[config.mk]
export PLATFORM = sky130hd
export DESIGN_NAME = modulo_ctrl
export DESIGN_NICKNAME = d
export VERILOG_FILES = /design/src/rtl/modulo_pkg.sv /design/src/rtl/modulo_ctrl.sv
export SDC_FILE = /design/constraint.sdc
export NUM_CORES = 1
export LEC_CHECK = 0
export ABC_AREA = 1
export BUFFER_PORTS_ARGS = -buffer_cell sky130_fd_sc_hd__buf_4
export CAP_MARGIN = 10
export CORE_MARGIN = 2
export CORE_UTILIZATION = 48
export CTS_CLUSTER_DIAMETER = 60
export CTS_CLUSTER_SIZE = 20
export DETAILED_ROUTE_END_ITERATION = 10
export PLACE_DENSITY = 0.71
export SLEW_MARGIN = 20
export SYNTH_ARGS = -nofsm -noshare
export SYNTH_HDL_FRONTEND = slang
export SYNTH_SLANG_ARGS = --single-unit
[constraint.sdc]
create_clock -name clk -period 3.7 [get_ports clk]
set_clock_uncertainty 0.15 [all_clocks]
set_input_delay 0.74 -clock clk [delete_from_list [all_inputs] [get_ports clk]]
set_output_delay 0.74 -clock clk [all_outputs]
set_load 0.05 [all_outputs]
[src/rtl/modulo_pkg.sv]
// Shared constants for the modulo datapath: ALU command encoding (also used by
// the ALU itself) and the sequencer state encoding.
package modulo_pkg;

  localparam logic [2:0] ALU_COMPARE = 3'd0;
  localparam logic [2:0] ALU_DIFF    = 3'd1;
  localparam logic [2:0] ALU_IDLE    = 3'd2;

  localparam logic [1:0] ST_IDLE = 2'd0;
  localparam logic [1:0] ST_CMP  = 2'd1;
  localparam logic [1:0] ST_SUB  = 2'd2;
  localparam logic [1:0] ST_DONE = 2'd3;

endpackage

[src/rtl/modulo_ctrl.sv]
// Sequencer that computes op_a mod op_b (and the quotient) by alternating
// compare and subtract commands on the shared modulo ALU.
module modulo_ctrl
  import modulo_pkg::*;
#(
  parameter int WIDTH = 16
) (
  input  logic             clk,
  input  logic             rst,
  input  logic             start_i,
  input  logic [WIDTH-1:0] op_a_i,
  input  logic [WIDTH-1:0] op_b_i,
  output logic [2:0]       alu_mode_o,
  output logic [WIDTH-1:0] alu_a_o,
  output logic [WIDTH-1:0] alu_b_o,
  input  logic [WIDTH-1:0] alu_res_i,
  output logic             busy_o,
  output logic             done_o,
  output logic             err_o,
  output logic [WIDTH-1:0] rem_o,
  output logic [WIDTH-1:0] quot_o
);

  logic [1:0]       state;
  logic [WIDTH-1:0] a_reg;
  logic [WIDTH-1:0] b_reg;
  logic [WIDTH-1:0] quot_reg;
  logic [WIDTH-1:0] rem_q;
  logic [WIDTH-1:0] quot_q;
  logic             err_q;

  // NOTE: every register here uses non-blocking assignment so all of them
  // see the pre-edge values; reset is synchronous, so it lives inside the edge.
  always_ff @(posedge clk) begin
    if (!rst) begin
      state    <= ST_IDLE;
      a_reg    <= '0;
      b_reg    <= '0;
      quot_reg <= '0;
      rem_q    <= '0;
      quot_q   <= '0;
      err_q    <= 1'b0;
    end else begin
      case (state)
        ST_IDLE: begin
          if (start_i) begin
            a_reg    <= op_a_i;
            b_reg    <= op_b_i;
            quot_reg <= '0;
            rem_q    <= '0;
            quot_q   <= '0;
            if (op_b_i == '0) begin
              err_q <= 1'b1;
              state <= ST_DONE;
            end else begin
              err_q <= 1'b0;
              state <= ST_CMP;
            end
          end
        end
        // ALU returns zero when a_reg >= b_reg, so equality still subtracts
        ST_CMP: begin
          if (alu_res_i == '0) begin
            state <= ST_SUB;
          end else begin
            rem_q  <= a_reg;
            quot_q <= quot_reg;
            state  <= ST_DONE;
          end
        end
        ST_SUB: begin
          a_reg    <= alu_res_i;
          quot_reg <= quot_reg + WIDTH'(1);
          state    <= ST_CMP;
        end
        ST_DONE: state <= ST_IDLE;
        default: state <= ST_IDLE;
      endcase
    end
  end

  // NOTE: defaults first so no path through the case leaves an output unassigned.
  always_comb begin
    alu_mode_o = ALU_IDLE;
    alu_a_o    = '0;
    alu_b_o    = '0;
    case (state)
      ST_CMP: begin
        alu_mode_o = ALU_COMPARE;
        alu_a_o    = a_reg;
        alu_b_o    = b_reg;
      end
      ST_SUB: begin
        alu_mode_o = ALU_DIFF;
        alu_a_o    = a_reg;
        alu_b_o    = b_reg;
      end
      default: ;
    endcase
  end

  assign busy_o = (state == ST_CMP) || (state == ST_SUB);
  assign done_o = (state == ST_DONE);
  assign err_o  = err_q;
  assign rem_o  = rem_q;
  assign quot_o = quot_q;

endmodule

* Yosys cells after proc, flatten, opt, wreduce, memory -nomap -nowiden *
Cells that the tools add are included.

cells by class
  $add $sub $neg = 1
  equality and inequality tests = 5
  muxes and demuxes = 16
  reductions and logical operators = 10

operator list
  kind                   count
  $pmux 16 s2            4
  $mux 16                6
  $logic_not 16->1       2
  $add 16x1->16 const B  1
  $pmux 2 s4             1
  $eq 2x2->1 const B     2
  $mux 2                 2
  $ne 2x2->1 const B     2
  $pmux 2 s2             1
  $reduce_and 2->1       2
  $reduce_bool 2->1      2
  $reduce_and 3->1       1
  $eq 2x1->1 const B     1
  $logic_not 2->1        1
  $mux 1                 2
  $reduce_or 2->1        1
  $logic_or 1x1->1       1

storage, ports and cells
  flip-flop bits (word level) = 83
  bits of input ports = 51
  output and inout port bits = 70
  word-level logic and storage cells = 39

* Depth between registers and ports, before layout *
Gate-level depths: netlist (run 1).

  word-level depth = 4
  gate-level depth with buffers = 11
  gate-level depth less buffers = 11

* Worst setup path before layout (run 1) *
No wires, ideal clock.

  kind = register to output
  start point = reg state[0]
  end point = out alu_a_o[0]
  data arrival time = 1.917 ns
  required time = 2.810 ns
  setup slack = 0.893 ns
  stages on the path, launching flop included = 7
  buffers on the path = 2
  cell sequence = dfxtp_1 > inv_1 > ha_1 > clkbuf_1 > clkbuf_1 > nand2_1 > inv_1

between the ends
  longest elaborated chain between the ends = 3
  elaborated cells on any way between the ends = 4
  those cells by class = eq/ne: 2; mux: 1; reduce/logical: 1

ends and longest elaborated chain
  element                                   RTL line           source
  start, declared                           modulo_ctrl.sv:24  logic [1:0] state;
  start signal, assigned                    modulo_ctrl.sv:36  state <= ST_IDLE;
  start signal, assigned                    modulo_ctrl.sv:54  state <= ST_DONE;
  start signal, assigned                    modulo_ctrl.sv:57  state <= ST_CMP;
  $eq 2x1->1 or $eq 2x2->1 (tied branches)  modulo_ctrl.sv:87  case (state)
  $reduce_or 2->1 (no source line) (*)      -
  $mux 16 (*)                               modulo_ctrl.sv:87
  end, declared                             modulo_ctrl.sv:14  output logic [WIDTH-1:0] alu_a_o,

Mark *: on every way between the ends. The rest lies on a longest branch, timed or not.

* Worst setup path in the final report (run 1) *
  start point = reg state[0]
  end point = out alu_a_o[13]

Same word-level chain as after synthesis.

==> out/qor.csv, run 1 <==
stage,metric,value,unit
cells_and_area,n_diodes,0,
timing,Slew @ Worst Pin,0.900,ns
yosys,syn avg cell area,6.26,µm²
clock_tree,CTS Buf Count,9,
cells_and_area,fin nets,841,
detailed_routing,DR pass1 iterations,5,
clock_tree,Clock Pin Slew Worst Setup and Hold Paths,0.08,ns
timing,setup TNS,0,ns
setup_path,R2R setup slack,0.93,ns
clock_tree,Clock Latency Late Sink,0.34,ns
floorplanning,die width,98.8,µm
yosys,prevailing post-synth register cell,dfxtp_1,
status,status,"finished, final reports clean",
setup_path,crit end category,output port,
setup_path,CP Class,register to output port,
cells_and_area,Final Cell Area,5380,µm²
detailed_routing,final wirelength,10300,µm
timing,fmax,335,MHz
place,Setup Slack @ Placement,0.973,ns
detailed_routing,vias per cell,4.70,
yosys,synth cell count leaders,"nand2_1, inv_1, nor2_1",
yosys,cell taking the most area after synthesis,dfxtp_1,
hold_path,HP Class,register to register,
clock_tree,H-tree levels,3,
pwr,leak pwr,3.02,nW
pwr,Max VDD drop,273,µV
global_routing,initial antenna violation count,0,
pwr,Power Total,3.38,mW
global_routing,largest net degree at the start of global routing,69,
setup_path,crit path DAT,2.10,ns
run,max-cap violation count,0,
yosys,register bit total from synthesis,83,
detailed_routing,via count,4220,
clock_tree,clk sinks,83,
clock_tree,clk buf depth,2,
floorplanning,number of top-level pins,121,
cells_and_area,layout cells sized above 1,0.194,
timing,RSZ-0062 raised after global routing,no,
yosys,Post-synth ARST share,0,
global_routing,GRT overflow,0,
yosys,Syn Nets,746,
floorplanning,core area,8720,µm²
global_routing,met3 Resource Use GR,0.0482,
detailed_routing,number of routed nets with antenna violations,0,
global_routing,first-pass GRT wire length,17800,µm
clock_tree,"Setup Fix Bufs, Post-CTS",0,
floorplanning,Die Ht,98.8,µm
detailed_routing,DR WL/cell,11.5,µm
yosys,Post-synth EDFFs,0,
yosys,Synth Instances,689,
yosys,Synth top area share,0.385,
cells_and_area,# fillers,839,
place,port bufs,119,
detailed_routing,DRC,0,
floorplanning,Die Footprint,9760,µm²
cells_and_area,area grow syn2layout,24.7,%
timing,Final Cycle Share,0.807,
clock_tree,PostCTS Resize Cnt,0,
setup_path,critical path data required time,2.81,ns
place,DP Area,5160,µm²
place,DPL Wire Length,7560,µm
yosys,sequential-to-total area share from yosys stat,0.385,
timing,Final Setup Violations,0,
yosys,YS warnings,0,
yosys,synth top area cells,"dfxtp_1, nand2_1, inv_1",
timing,final setup margin,0.713,ns
clock_tree,Root Driver,clkbuf_8,
clock_tree,hold_buf cts,0,
global_routing,met1 GRT Util,0.317,
yosys,Post-Syn Area,4310,µm²
yosys,Synth cell types,28,
timing,Final Max Slew Viols,0,
global_routing,vias in the first global route,3780,
setup_path,worst-path fanout max,27,
floorplanning,cell row count,34,
detailed_routing,DRT iter0 DRCs,244,
yosys,cell with the most instances after synthesis,nand2_1,
timing,"Hold Vio Cnt, Final",0,
global_routing,met2 Track Usage GR,0.334,
global_routing,grt peak-use layer,met2,
place,GPL Wtd Cong,0.820,
clock_tree,CTS tree,built,
timing,Slew headroom,0.400,
timing,Tmin final,2.99,ns
setup_path,CP Launch Type,register,
global_routing,Overall Global Routing Usage,0.219,
pwr,Power Density,629,nW/µm²
floorplanning,Initial Utilization,0.495,
==> routing by layer <==
layer	vias up	wire length, µm
met2	115	4440
met3	6	643
met4	0	91
met1	1836	5110
li1	2263	-
met5	-	0
==> final cells by class <==
type / instances / area, µm² / share of cell area
Multi-Input combinational cell: 429 / 1930 / 0.358
Sequential cell: 83 / 1660 / 0.309
Timing Repair Buffer: 123 / 923 / 0.172
Inverter: 138 / 518 / 0.0963
Clock buffer: 13 / 169 / 0.0314
Tap cell: 108 / 135 / 0.0251
Clock inverter: 3 / 43.8 / 0.00815
==> stage by stage <==
stage / utilization / hold slack (ns) / cells
finish: 0.616 / 0.325 / 897
global route: 0.616 / 0.361 / 897
CTS: 0.616 / 0.324 / 897
detailed placement: 0.592 / 0.310 / 881
global placement: 0.592 / 0.308 / 881
floorplan: - / 0.289 / 689
==> power breakdown <==
group | leakage, nW | internal, mW | switching [mW]
sequential | 0.682 | 1.05 | 0.101
clock | 0.110 | 0.369 | 0.310
combinational | 2.22 | 0.452 | 1.10
total | 3.02 | 1.87 | 1.51
==> worst max-delay path, stage by stage, from the launching register on <==
cell and delay (ns):
dfxtp_1 0.42, inv_1 0.12, ha_1 0.49, buf_4 0.36, nand2_1 0.10, inv_1 0.07, buf_4 0.20
==> logic make-up (layout without fill, tap and decap cells) <==
family          count (synthesis)  in the layout  share of synthesized area
simple gates                  329            329                      0.319
buf+inv                       177            277                      0.168
compound gates                 93             93                      0.110
flops                          83             83                      0.385
fa+ha+maj                       6              6                     0.0174
other cells                     1              1                   0.000869
==> placed cells by master (no fill, tap or decap), drive strengths merged <==
cell type,n
nand2,165
inv,138
buf,123
nor2,122
dfxtp,83
a21oi,47
o21ai,43
nand4,24
clkbuf,13
nand3,12
ha,6
nor3,3
or2,2
clkinv,2
o21a,1
a211oi,1
o211ai,1
nor4,1
conb,1
bufinv,1
==> final timing paths <==
| path | to | start | cells after the start |
|---|---|---|---|
| hold reg to reg | quot_reg[13] | quot_reg[13] | 2 |
| hold / removal | quot_reg[13] | quot_reg[13] | 2 |
| setup / recovery | alu_a_o[13] | state[0] | 6 |
| setup reg to reg | quot_o[0] | state[0] | 8 |
No activity file was read; power rests on OpenSTA's default activity.
==> run 2: changes to the inputs <==
Clock period 3.7 ns to 3.1 ns, I/O delays scaled along.
==> run 2 against run 1 <==
  * Via count fell by 0.17%
  * Final cell count up 0.11%
  * Routed wire length up 0.11%
  * Hold slack better by 0.0065 ns
  * Sequential share of layout area rose by 0.087 points
  * Sequential power increased by 19%
  * Register-to-register slack got worse by 0.48 ns
  * Die area unchanged
  * Non-clock buffer count rose by 2
  * Global-route usage shrank 0.72 points
  * Combinational power up 19%
  * Count of clock-buffer cells in the layout decreased by 3
  * Critical path type unchanged
  * Critical endpoint is now alu_a_o[5]
==> out/qor.csv, run 2 (synthesized netlist as in run 1, its figures left out) <==
stage,metric,value,unit,change
clock_tree,hold_buf cts,0,,unchanged
timing,fmax,351,MHz,
clock_tree,clk buf depth,2,,unchanged
setup_path,largest stage delay on the critical path,0.49,ns,about the same
clock_tree,PostCTS Resize Cnt,0,,unchanged
timing,Slew headroom,0.436,,was 0.400
detailed_routing,DRC,0,,unchanged
detailed_routing,vias per cell,4.69,,was 4.70
setup_path,critical-path cell list,inv_1 -> ha_1 -> buf_4 -> nand2_1 -> inv_1 -> buf_4,,unchanged
detailed_routing,DR pass1 iterations,5,,unchanged
place,DPL Wire Length,7620,µm,was 7560 µm
global_routing,Overall Global Routing Usage,0.212,,was 0.219
cells_and_area,fin nets,843,,was 841
global_routing,initial antenna violation count,0,,unchanged
detailed_routing,DRT iter0 DRCs,232,,was 244
global_routing,met3 Resource Use GR,0.0262,,was 0.0482
cells_and_area,Final Cell Area,5360,µm²,was 5380 µm²
clock_tree,Clock Latency Late Sink,0.35,ns,was 0.34 ns
pwr,leak pwr,3.00,nW,was 3.02 nW
status,status,"finished, final reports clean",,unchanged
global_routing,met2 Track Usage GR,0.313,,was 0.334
clock_tree,H-tree levels,3,,unchanged
floorplanning,Initial Utilization,0.495,,unchanged
setup_path,crit end category,output port,,unchanged
timing,Final Max Slew Viols,0,,unchanged
floorplanning,cell row count,34,,unchanged
setup_path,Worst Reg2Reg Path Length in Cells,7,,was 8
global_routing,largest net degree at the start of global routing,68,,was 69
run,max-cap violation count,0,,unchanged
cells_and_area,area grow syn2layout,24.3,%,was 24.7%
place,GPL Wtd Cong,0.839,,was 0.820
floorplanning,die width,98.8,µm,unchanged
clock_tree,clk sinks,83,,unchanged
hold_path,WHS Path Cells,2,,unchanged
pwr,Power Density,739,nW/µm²,was 629 nW/µm²
global_routing,met1 GRT Util,0.316,,was 0.317
setup_path,crit path DAT,2.08,ns,was 2.10 ns
floorplanning,Die Ht,98.8,µm,unchanged
timing,Final Cycle Share,0.919,,
timing,Slew @ Worst Pin,0.847,ns,was 0.900 ns
timing,Final Setup Violations,0,,unchanged
detailed_routing,DR WL/cell,11.5,µm,about the same
global_routing,GRT overflow,0,,unchanged
timing,RSZ-0062 raised after global routing,no,,unchanged
clock_tree,Root Driver,clkbuf_8,,unchanged
cells_and_area,"most common cell after layout, fill and taps aside",nand2_1,,unchanged
cells_and_area,"commonest cells after routing, fill and taps aside","nand2_1, inv_1, buf_4",,unchanged
setup_path,worst-path fanout max,27,,unchanged
setup_path,CP max stage cell,ha_1,,unchanged
floorplanning,number of top-level pins,121,,unchanged
clock_tree,Clock Pin Slew Worst Setup and Hold Paths,0.08,ns,about the same
clock_tree,"Setup Fix Bufs, Post-CTS",0,,unchanged
place,DP Area,5180,µm²,was 5160 µm²
global_routing,vias in the first global route,3714,,was 3780
timing,setup TNS,0,ns,unchanged
place,port bufs,119,,unchanged
pwr,Max VDD drop,294,µV,was 273 µV
setup_path,CP Class,register to output port,,unchanged
setup_path,CP Launch Type,register,,unchanged
floorplanning,core area,8720,µm²,unchanged
clock_tree,CTS Buf Count,9,,unchanged
clock_tree,CTS tree,built,,unchanged
detailed_routing,via count,4213,,was 4220
detailed_routing,number of routed nets with antenna violations,0,,unchanged
global_routing,grt peak-use layer,met1,,was met2
setup_path,critical path data required time,2.33,ns,was 2.81 ns
hold_path,HP Class,register to register,,unchanged
timing,"Hold Vio Cnt, Final",0,,unchanged
global_routing,first-pass GRT wire length,17000,µm,was 17800 µm
detailed_routing,final wirelength,10300,µm,about the same
cells_and_area,n_diodes,0,,unchanged
timing,Tmin final,2.85,ns,
floorplanning,Die Footprint,9760,µm²,unchanged
cells_and_area,layout cells sized above 1,0.195,,was 0.194
-- run 2: changes by cell type in the layout (fill, tap and decap cells not counted) --
cell,delta
buf_4,+2
clkbuf_8,-3
clkinv_2,+1
clkinvlp_4,+2
inv_6,-1
-- run 2: worst max-delay path: cells and delay by family (launching register included) --
family,cells,cell delay [ns]
fa+ha+maj,1,0.49
buf+inv,4,0.74
simple gates,1,0.10
flops,1,0.41
-- run 2: through the flow --
| stage | setup WS [ns] | cells | hold WS [ns] | utilization | power, mW |
|---|---|---|---|---|---|
| 5_1_grt | 0.131 | 898 | 0.352 | 0.615 | 4.22 |
| 3_3_place_gp | 0.575 | 883 | 0.308 | 0.594 | 3.22 |
| 3_5_place_dp | 0.480 | 883 | 0.317 | 0.594 | 3.24 |
| 2_1_floorplan | 0.413 | 689 | 0.289 | - | 2.80 |
| 4_1_cts | 0.262 | 898 | 0.331 | 0.615 | 3.98 |
| 6_report | 0.250 | 898 | 0.331 | 0.615 | 3.96 |
-- run 2: path summary, 6_finish.rpt --
kind                     start      endpoint  slack, ns
setup reg to reg      state[0]     quot_o[1]       0.45
hold / removal    quot_reg[13]  quot_reg[13]       0.33
hold reg to reg   quot_reg[13]  quot_reg[13]       0.33
setup / recovery      state[0]    alu_a_o[5]       0.25
-- run 2: routing by layer --
metal  vias up  wire [µm]
met5         -          0
met4         0        164
met3        12        436
met2       107       4330
met1      1827       5370
li1       2267          -
-- run 2: report_power, final --
| group | switching, mW | internal, mW | leakage, nW | total, mW |
|---|---|---|---|---|
| registers | 0.120 | 1.25 | 0.682 | 1.37 |
| logic | 1.30 | 0.546 | 2.23 | 1.85 |
| clock network | 0.373 | 0.365 | 0.0881 | 0.738 |
-- run 2: cell type report --
type | instances | area (µm²)
Fill cell | 857 | 3360
Sequential cell | 83 | 1660
Multi-Input combinational cell | 429 | 1930
Clock inverter | 5 | 55.1
Timing Repair Buffer | 125 | 938
Inverter | 138 | 518
Tap cell | 108 | 135
Clock buffer | 10 | 128
==> run 3: changes to the inputs <==
Settings changed: CORE_UTILIZATION 48 to 45, PLACE_DENSITY 0.71 to 0.67.
==> run 3 against run 2 <==
  * First-iteration DRC count is 33% lower
  * Total power is 0.50% lower
  * Non-clock buffer count is 1 higher
  * Combinational power hardly changed
==> out/qor.csv, run 3 (synthesized netlist as in run 1, its figures left out) <==
stage,metric,value,unit,change
status,status,"finished, final reports clean",,unchanged
setup_path,CP Launch Type,register,,unchanged
clock_tree,Clock Pin Slew Worst Setup and Hold Paths,0.08,ns,about the same
global_routing,vias in the first global route,3671,,was 3714
cells_and_area,"commonest cells after routing, fill and taps aside","nand2_1, inv_1, buf_4",,unchanged
timing,Final Max Slew Viols,0,,unchanged
global_routing,initial antenna violation count,0,,unchanged
detailed_routing,via count,4201,,was 4213
floorplanning,Die Ht,102,µm,was 98.8 µm
run,max-cap violation count,0,,unchanged
clock_tree,CTS Buf Count,9,,unchanged
timing,setup TNS,0,ns,unchanged
timing,Slew headroom,0.490,,was 0.436
cells_and_area,area grow syn2layout,25.3,%,was 24.3%
cells_and_area,FF+latch area,1660,µm²,unchanged
detailed_routing,DRT iter0 DRCs,156,,was 232
global_routing,Overall Global Routing Usage,0.205,,was 0.212
floorplanning,number of top-level pins,121,,unchanged
setup_path,critical-path cell list,inv_1 -> ha_1 -> buf_12 -> nand2_1 -> inv_1 -> buf_4,,was inv_1 -> ha_1 -> buf_4 -> nand2_1 -> inv_1 -> buf_4
global_routing,largest net degree at the start of global routing,68,,unchanged
cells_and_area,area of the multi-input gates,1930,µm²,unchanged
global_routing,GRT overflow,0,,unchanged
detailed_routing,vias per cell,4.56,,was 4.69
floorplanning,Initial Utilization,0.465,,was 0.495
setup_path,crit end category,output port,,unchanged
setup_path,cell mode on critical path,inv_1,,
setup_path,crit path DAT,2.09,ns,was 2.08 ns
pwr,Max VDD drop,315,µV,was 294 µV
timing,fmax,349,MHz,was 351 MHz
timing,RSZ-0062 raised after global routing,no,,unchanged
hold_path,WHS Path Cells,2,,unchanged
detailed_routing,DR pass1 iterations,4,,was 5
hold_path,HP Class,register to register,,unchanged
timing,Tmin final,2.86,ns,was 2.85 ns
timing,Final Setup Violations,0,,unchanged
clock_tree,CTS tree,built,,unchanged
place,DPL Wire Length,7600,µm,was 7620 µm
floorplanning,cell row count,35,,was 34
timing,hold slack,0.327,ns,was 0.331 ns
timing,Final Cycle Share,0.923,,was 0.919
setup_path,CP Class,register to output port,,unchanged
place,placed instance count,905,,was 883
timing,"Hold Vio Cnt, Final",0,,unchanged
clock_tree,"Setup Fix Bufs, Post-CTS",0,,unchanged
setup_path,Worst Reg2Reg Path Length in Cells,7,,unchanged
cells_and_area,# fillers,944,,was 857
floorplanning,die width,102,µm,was 98.8 µm
cells_and_area,n_diodes,0,,unchanged
cells_and_area,final core occ,0.582,,was 0.615
clock_tree,H-tree levels,3,,unchanged
detailed_routing,final wirelength,10300,µm,about the same
setup_path,largest stage delay on the critical path,0.67,ns,was 0.49 ns
clock_tree,clk buf depth,2,,unchanged
global_routing,first-pass GRT wire length,17000,µm,about the same
detailed_routing,DR WL/cell,11.2,µm,was 11.5 µm
place,port bufs,119,,unchanged
timing,Slew @ Worst Pin,0.765,ns,was 0.847 ns
setup_path,CP max stage cell,ha_1,,unchanged
detailed_routing,number of routed nets with antenna violations,0,,unchanged
cells_and_area,"most common cell after layout, fill and taps aside",nand2_1,,unchanged
setup_path,critical path data required time,2.33,ns,about the same
setup_path,worst-path fanout max,21,,was 27
detailed_routing,DRC,0,,unchanged
pwr,Power Density,729,nW/µm²,was 739 nW/µm²
clock_tree,clk sinks,83,,unchanged
clock_tree,PostCTS Resize Cnt,0,,unchanged
floorplanning,core area,9280,µm²,was 8720 µm²
cells_and_area,layout cells sized above 1,0.198,,was 0.195
floorplanning,Die Footprint,10400,µm²,was 9760 µm²
clock_tree,hold_buf cts,0,,unchanged
place,GPL Wtd Cong,0.849,,was 0.839
cells_and_area,post-route insts no fill,921,,was 898
cells_and_area,fin nets,844,,was 843
clock_tree,Root Driver,clkbuf_8,,unchanged
pwr,leak pwr,3.01,nW,was 3.00 nW
clock_tree,Clock Latency Late Sink,0.35,ns,about the same
-- run 3: cell types whose count changed in the layout (fill, tap and decap cells not counted), sizes merged --
cell	delta
clkinv	+1
bufinv	-1
inv	+1
clkbuf	-1
clkinvlp	+1
buf	+1
-- run 3: final cells by class --
cell class / instances / area share
Timing Repair Buffer: 126 / 0.177
Clock inverter: 7 / 0.00996
Tap cell: 129 / 0.0299
Inverter: 138 / 0.0959
Clock buffer: 9 / 0.0229
Multi-Input combinational cell: 429 / 0.356
Sequential cell: 83 / 0.308
-- run 3: path summary, 6_finish.rpt --
path               start           to  slack [ns]
max             state[0]   alu_b_o[8]        0.24
min          quot_reg[4]  quot_reg[4]        0.33
max reg2reg     state[1]    rem_o[11]        0.60
min reg2reg  quot_reg[4]  quot_reg[4]        0.33
-- run 3: through the flow --
stage | instance area [µm²] | setup slack (ns) | total power, mW
final | 5400 | 0.238 | 3.94
after global routing | 5400 | 0.0976 | 4.23
after CTS | 5400 | 0.211 | 3.99
after detailed placement | 5230 | 0.591 | 3.27
after global placement | 5230 | 0.650 | 3.25
after floorplan | 4310 | 0.413 | 2.80
-- run 3: critical path: cells and delay by family, from the launching register on --
family / cells / cell delay (ns)
adder cells (fa/ha/maj): 1 / 0.67
buffers and inverters: 4 / 0.60
AND/OR/NAND/NOR: 1 / 0.06
flip-flops: 1 / 0.41
-- run 3: layer usage --
metal | wire, µm | vias up | GRT usage
met5 | 0 | - | 0
met4 | 136 | 0 | 0.0677
met3 | 702 | 9 | 0.0479
met2 | 4740 | 123 | 0.328
met1 | 4730 | 1805 | 0.274
li1 | - | 2264 | -
-- run 3: where the power goes --
group	internal (mW)	switching, mW	total (mW)
combinational	0.563	1.31	1.87
clock	0.295	0.412	0.707
sequential	1.25	0.111	1.36
